$ cat config.mk
export PLATFORM = sky130hd
export DESIGN_NAME = act_unit
export DESIGN_NICKNAME = d
export VERILOG_FILES = /design/src/rtl/act_unit.sv
export SDC_FILE = /design/constraint.sdc
export NUM_CORES = 1
export LEC_CHECK = 0
export CAP_MARGIN = 20
export CORE_UTILIZATION = 25
export DETAILED_ROUTE_END_ITERATION = 12
export PLACE_DENSITY = 0.43
export SYNTH_ARGS = -nofsm -noshare
export SYNTH_HDL_FRONTEND = slang
export SYNTH_SLANG_ARGS = --single-unit
export TNS_END_PERCENT = 20
$ cat constraint.sdc
create_clock -name clk -period 16.4 [get_ports clk]
set_input_delay 2.46 -clock clk [delete_from_list [all_inputs] [get_ports clk]]
set_output_delay 2.46 -clock clk [all_outputs]
set_load 0.01 [all_outputs]
$ cat src/rtl/act_unit.sv
// Multi-mode activation stage (bypass / ReLU / leaky ReLU / clipped ReLU) over CH_NUM signed
// lanes, with a two-stage valid/ready pipeline. Config writes are taken only while drained.
module act_unit #(
    parameter int unsigned DATA_WIDTH  = 8,
    parameter int unsigned FRAC_WIDTH  = 4,
    parameter int unsigned CH_NUM      = 16,
    parameter int unsigned SHIFT_WIDTH = 3
) (
    input  logic                         clk,
    input  logic                         reset,
    input  logic                         din_vld,
    output logic                         din_rdy,
    input  logic [CH_NUM*DATA_WIDTH-1:0] din,
    output logic                         dout_vld,
    input  logic                         dout_rdy,
    output logic [CH_NUM*DATA_WIDTH-1:0] dout,
    input  logic                         cfg_wr,
    input  logic [1:0]                   cfg_mode,
    input  logic [SHIFT_WIDTH-1:0]       cfg_shift,
    input  logic [DATA_WIDTH-1:0]        cfg_clip,
    output logic                         busy,
    output logic                         cfg_err
);

    localparam int unsigned BUS_WIDTH = CH_NUM * DATA_WIDTH;
    localparam logic signed [DATA_WIDTH-1:0] CLIP_RST = DATA_WIDTH'(64'd6 << FRAC_WIDTH);

    // The reset clip value 6.0 must be representable as a positive lane value.
    if ((64'd6 << FRAC_WIDTH) > ((64'd1 << (DATA_WIDTH - 1)) - 64'd1)) begin : g_frac_check
        $error("act_unit: 6.0 does not fit in the configured fixed-point format");
    end

    typedef enum logic [1:0] {
        ModeBypass = 2'd0,
        ModeRelu   = 2'd1,
        ModeLeaky  = 2'd2,
        ModeClip   = 2'd3
    } mode_e;

    mode_e                          mode_q;
    logic [SHIFT_WIDTH-1:0]         shift_q;
    logic signed [DATA_WIDTH-1:0]   clip_q;
    logic signed [DATA_WIDTH-1:0]   clip_ceil;

    logic                 s1_vld_q;
    logic                 dout_vld_q;
    logic                 cfg_err_q;
    logic [BUS_WIDTH-1:0] s1_d;
    logic [BUS_WIDTH-1:0] s1_q;
    logic [BUS_WIDTH-1:0] s2_d;
    logic [BUS_WIDTH-1:0] dout_q;

    logic en1;
    logic en2;
    logic accept;
    logic cfg_load;

    assign en2      = !dout_vld_q || dout_rdy;
    assign en1      = !s1_vld_q || en2;
    assign din_rdy  = en1 && !cfg_wr;
    assign accept   = din_vld && din_rdy;
    assign busy     = s1_vld_q || dout_vld_q;
    assign cfg_load = cfg_wr && !busy;

    assign dout_vld = dout_vld_q;
    assign dout     = dout_q;
    assign cfg_err  = cfg_err_q;

    // Stage 1 only ever passes non-negative values in clip mode, so a negative ceiling
    // collapses to zero.
    assign clip_ceil = clip_q[DATA_WIDTH-1] ? '0 : clip_q;

    for (genvar i = 0; i < CH_NUM; i++) begin : g_lane
        logic signed [DATA_WIDTH-1:0] x;
        logic signed [DATA_WIDTH-1:0] leak;
        logic signed [DATA_WIDTH-1:0] y1;
        logic signed [DATA_WIDTH-1:0] s1;
        logic signed [DATA_WIDTH-1:0] y2;

        assign x    = din[i*DATA_WIDTH +: DATA_WIDTH];
        assign leak = x >>> shift_q;
        assign s1   = s1_q[i*DATA_WIDTH +: DATA_WIDTH];

        always_comb begin
            y1 = x;
            unique case (mode_q)
                ModeBypass:         y1 = x;
                ModeRelu, ModeClip: y1 = x[DATA_WIDTH-1] ? '0 : x;
                ModeLeaky:          y1 = x[DATA_WIDTH-1] ? leak : x;
            endcase
        end

        assign y2 = ((mode_q == ModeClip) && (s1 > clip_ceil)) ? clip_ceil : s1;

        assign s1_d[i*DATA_WIDTH +: DATA_WIDTH] = y1;
        assign s2_d[i*DATA_WIDTH +: DATA_WIDTH] = y2;
    end

    always_ff @(posedge clk or posedge reset) begin
        if (reset) begin
            mode_q     <= ModeRelu;
            shift_q    <= SHIFT_WIDTH'(3);
            clip_q     <= CLIP_RST;
            cfg_err_q  <= 1'b0;
            s1_vld_q   <= 1'b0;
            s1_q       <= '0;
            dout_vld_q <= 1'b0;
            dout_q     <= '0;
        end else begin
            cfg_err_q <= cfg_wr && busy;
            if (cfg_load) begin
                mode_q  <= mode_e'(cfg_mode);
                shift_q <= cfg_shift;
                clip_q  <= cfg_clip;
            end
            if (en1) begin
                s1_vld_q <= accept;
                if (accept) begin
                    s1_q <= s1_d;
                end
            end
            if (en2) begin
                dout_vld_q <= s1_vld_q;
                if (s1_vld_q) begin
                    dout_q <= s2_d;
                end
            end
        end
    end

endmodule
==> summary.txt <==
Clock network
  • Reg clk slew, reported paths: 60 ps
  • CTS Buffer Depth: 3
  • CTS tree: built
  • H-tree Lvls: 2
  • Clock Latency Late Sink: 540 ps
  • CTS buffer count: 35
  • Cts-stage hold buffer count: 0
  • Clk root buf: clkbuf_16
  • Clk sinks: 272
  • Post-cts resize count: 0
  • Post-CTS setup repair buffer count: 0

Hold path
  • Hold crit path type: flop to flop
  • Hold path endpoint: dout[95]
  • Hold Crit Depth: 2
  • HP Start: dout[95]

Logic synthesis
  • Synth warn: 0
  • Cell Area, Synth: 18,100 um2
  • Post-synth EDFFs: 0
  • Area leader, netlist: dfrtp_1
  • Top-area cell type share of the netlist area: 36.8%
  • Register bit total from synthesis: 272
  • Mapped Cells: 1,751
  • Unique cell type count in the Yosys netlist: 48
  • Post-synthesis sequential area ratio: 37.5%
  • Synth async-reset ratio: 100%
  • Syn Area/Cell: 10.4 um2
  • Dominant cells by area after synthesis: dfrtp_1, mux4_2, ha_1, a221o_1, nor3b_1
  • Syn_nets: 2,009
  • Prevailing post-synth register cell: dfrtp_1

Worst setup path
  • Worst Path Max Fanout: 6
  • Depth of the worst register-to-register path: 6
  • Critical Path RT: 13,940 ps
  • CP most frequent cell: clkdlybuf4s50_1
  • Worst r2r src: shift_q[0]
  • R2r endpoint: s1_q[90]
  • CP Data Arrival Time: 3900 ps
  • Critical-path top delay cell: clkdlybuf4s50_1
  • CP Cell Sequence: clkdlybuf4s50_1 > nor2b_2 > a21oi_1 > clkdlybuf4s50_1
  • Max incr delay on CP: 600 ps
  • Critical Setup Path Class: primary input to output pin
  • CP startpoint kind: primary input
  • Setup crit end kind: output pin
  • Flop-to-flop setup slack: 12,910 ps

Power and ir drop
  • Design Power: 3.45 mW
  • Peak VDD IR: 70.0 uV
  • Cell area power density: 150 nW/um2
  • Pleak: 9.21 nW

Timing
  • Pins Over Slew Limit: 0
  • FMAX: 157 MHz
  • Worst slew margin: 33.6%
  • Tmin final: 6360 ps
  • RSZ-0062 raised after global routing: no
  • Hold Violations, Final: 0
  • Setup TNS: 0 ps
  • Fin Hold WS: 486 ps
  • Worst-margin pin slew: 993 ps
  • Final worst slack: 10,040 ps
  • Final setup viols: 0
  • Crit share post-route: 38.8%
  • Clock Skews: 10.4 ps

Floorplanning
  • Ports: 278
  • Die area: 73,700 um2
  • Initial Utilization: 25.3%
  • Core area: 71,600 um2
  • Die Ht: 271 um
  • Rows: 98
  • Chip width: 271 um

Drt
  • First-pass iteration count of the detailed router: 5
  • Via density: 5.25
  • Total number of vias: 15,500
  • WL/cell: 23.7 um
  • Post-route antenna net violation count: 0
  • Detailed Route Iter0 Violations: 1,164
  • DRC Markers: 0
  • Total wire length: 69.9 mm

Run status
  • Status: completed

Global route
  • Pin count of the biggest net entering global routing: 103
  • Vias in the first global route: 15,600
  • Initial antenna violation count: 1
  • Grt total ovfl: 0
  • First-pass GRT wire length: 104 mm
  • Overall routing resource usage: 18.8%

Place
  • Routability Congestion: 0.800
  • Port Buffers: 277
  • Pre-CTS setup slack: 10,040 ps
  • Post-DP HPWL: 46.8 mm

Finish
  • Filler cells: 7,322
  • Nets@finish: 2,232
  • Fraction of layout cells with a size suffix above 1: 11.8%
  • Seq. cell area: 6820 um2
  • Footprint of the multi-input gates: 10,600 um2
  • Area grow syn2layout: 26.2%

Flow run
  • MaxCap Viol Count: 0
## critical path, delay by kind of cell
family | cells | cell delay, ps
buf+inv | 2 | 1070
simple gates | 1 | 80
compound gates | 1 | 290
## cell usage after synthesis (12+ instances only)
library cell	n
a211oi_1	22
a21o_1	22
a21oi_1	107
a21oi_2	15
a221o_1	112
a2bb2oi_1	31
a311o_1	16
buf_2	47
buf_6	12
clkbuf_1	34
dfrtp_1	267
ha_1	112
inv_1	44
mux2_2	33
mux2i_1	37
mux4_2	79
nand2_1	170
nand2b_1	33
nand3b_1	17
nand4_1	14
nand4b_1	32
nor2_1	140
nor3_1	26
nor3b_1	116
o211ai_1	16
o21ai_0	66
o21ai_1	41
## power breakdown
group	internal [mW]	switching [mW]
Sequential	0.870	0.252
Combinational	0.771	0.744
Clock	0.495	0.314
Total	2.14	1.31
## layout make-up
| cell class | count | share of cell area, % |
|---|---|---|
| timing repair buffer | 296 | 12.7 |
| inverter | 44 | 0.754 |
| clock buffer | 56 | 4.70 |
| multi-input combinational | 1325 | 46.4 |
| tap | 950 | 5.19 |
| clock inverter | 5 | 0.437 |
| antenna | 1 | 0.0109 |
| sequential | 272 | 29.8 |
## flip-flops by register name, indices dropped and copies added, names as in the netlist
register,count
dout_vld,1
clip_q,8
s1_vld_q,1
cfg_err,1
dout,128
shift_q,3
s1_q,128
mode_q,2
## per-stage QoR
step           area, um2  cells  utilization, %
2_1_floorplan      18100   1751               -
3_3_place_gp       21700   2887            30.3
3_5_place_dp       21700   2887            30.3
4_1_cts            22900   2948            32.0
5_1_grt            22900   2948            32.0
6_report           22900   2949            32.0
## cells in the final DEF, fill, tap and decap left out, types with 22 or more instances in the layout
cell type          n
nor3b_1          116
nand2_1          168
nor2_1           140
clkbuf_16         37
o21ai_0           66
ha_1             112
a211oi_1          22
inv_1             43
clkdlybuf4s50_1  277
a21oi_1          107
a221o_1          112
mux2_2            33
mux4_2            79
nand2b_1          26
mux2i_1           37
dfrtp_1          266
o21ai_1           41
a21o_1            22
a2bb2oi_1         31
nand4b_1          32
nor3_1            26
## per-layer routing
metal  GRT usage [%]  vias to the layer above  wire length, um
met5               0                        -                0
met4            5.53                        0             1860
met3            2.92                       93             3040
met2            31.2                      398            33900
met1            25.0                     7816            31200
li1                -                     7189                -
## how the worst max path moves through the flow
stage             start       to  slack, ps  depth (start not counted)
2_1_floorplan     reset  cfg_err       6450                          1
3_3_place_gp   dout_rdy  din_rdy       9990                          4
3_5_place_dp   dout_rdy  din_rdy      10040                          4
4_1_cts        dout_rdy  din_rdy      10040                          4
5_1_grt        dout_rdy  din_rdy       9970                          4
6_report       dout_rdy  din_rdy      10040                          4
## kinds of logic (layout without fill, tap and decap cells)
logic type | Yosys count | after routing | synth area share [%]
simple gates | 582 | 582 | 17.0
fa+ha+maj | 112 | 112 | 7.72
other cells | 0 | 1 | 0
flops | 272 | 272 | 37.5
compound gates | 472 | 472 | 19.1
mux | 159 | 159 | 14.5
buf+inv | 154 | 401 | 4.17
No activity file was read; power rests on OpenSTA's default activity.
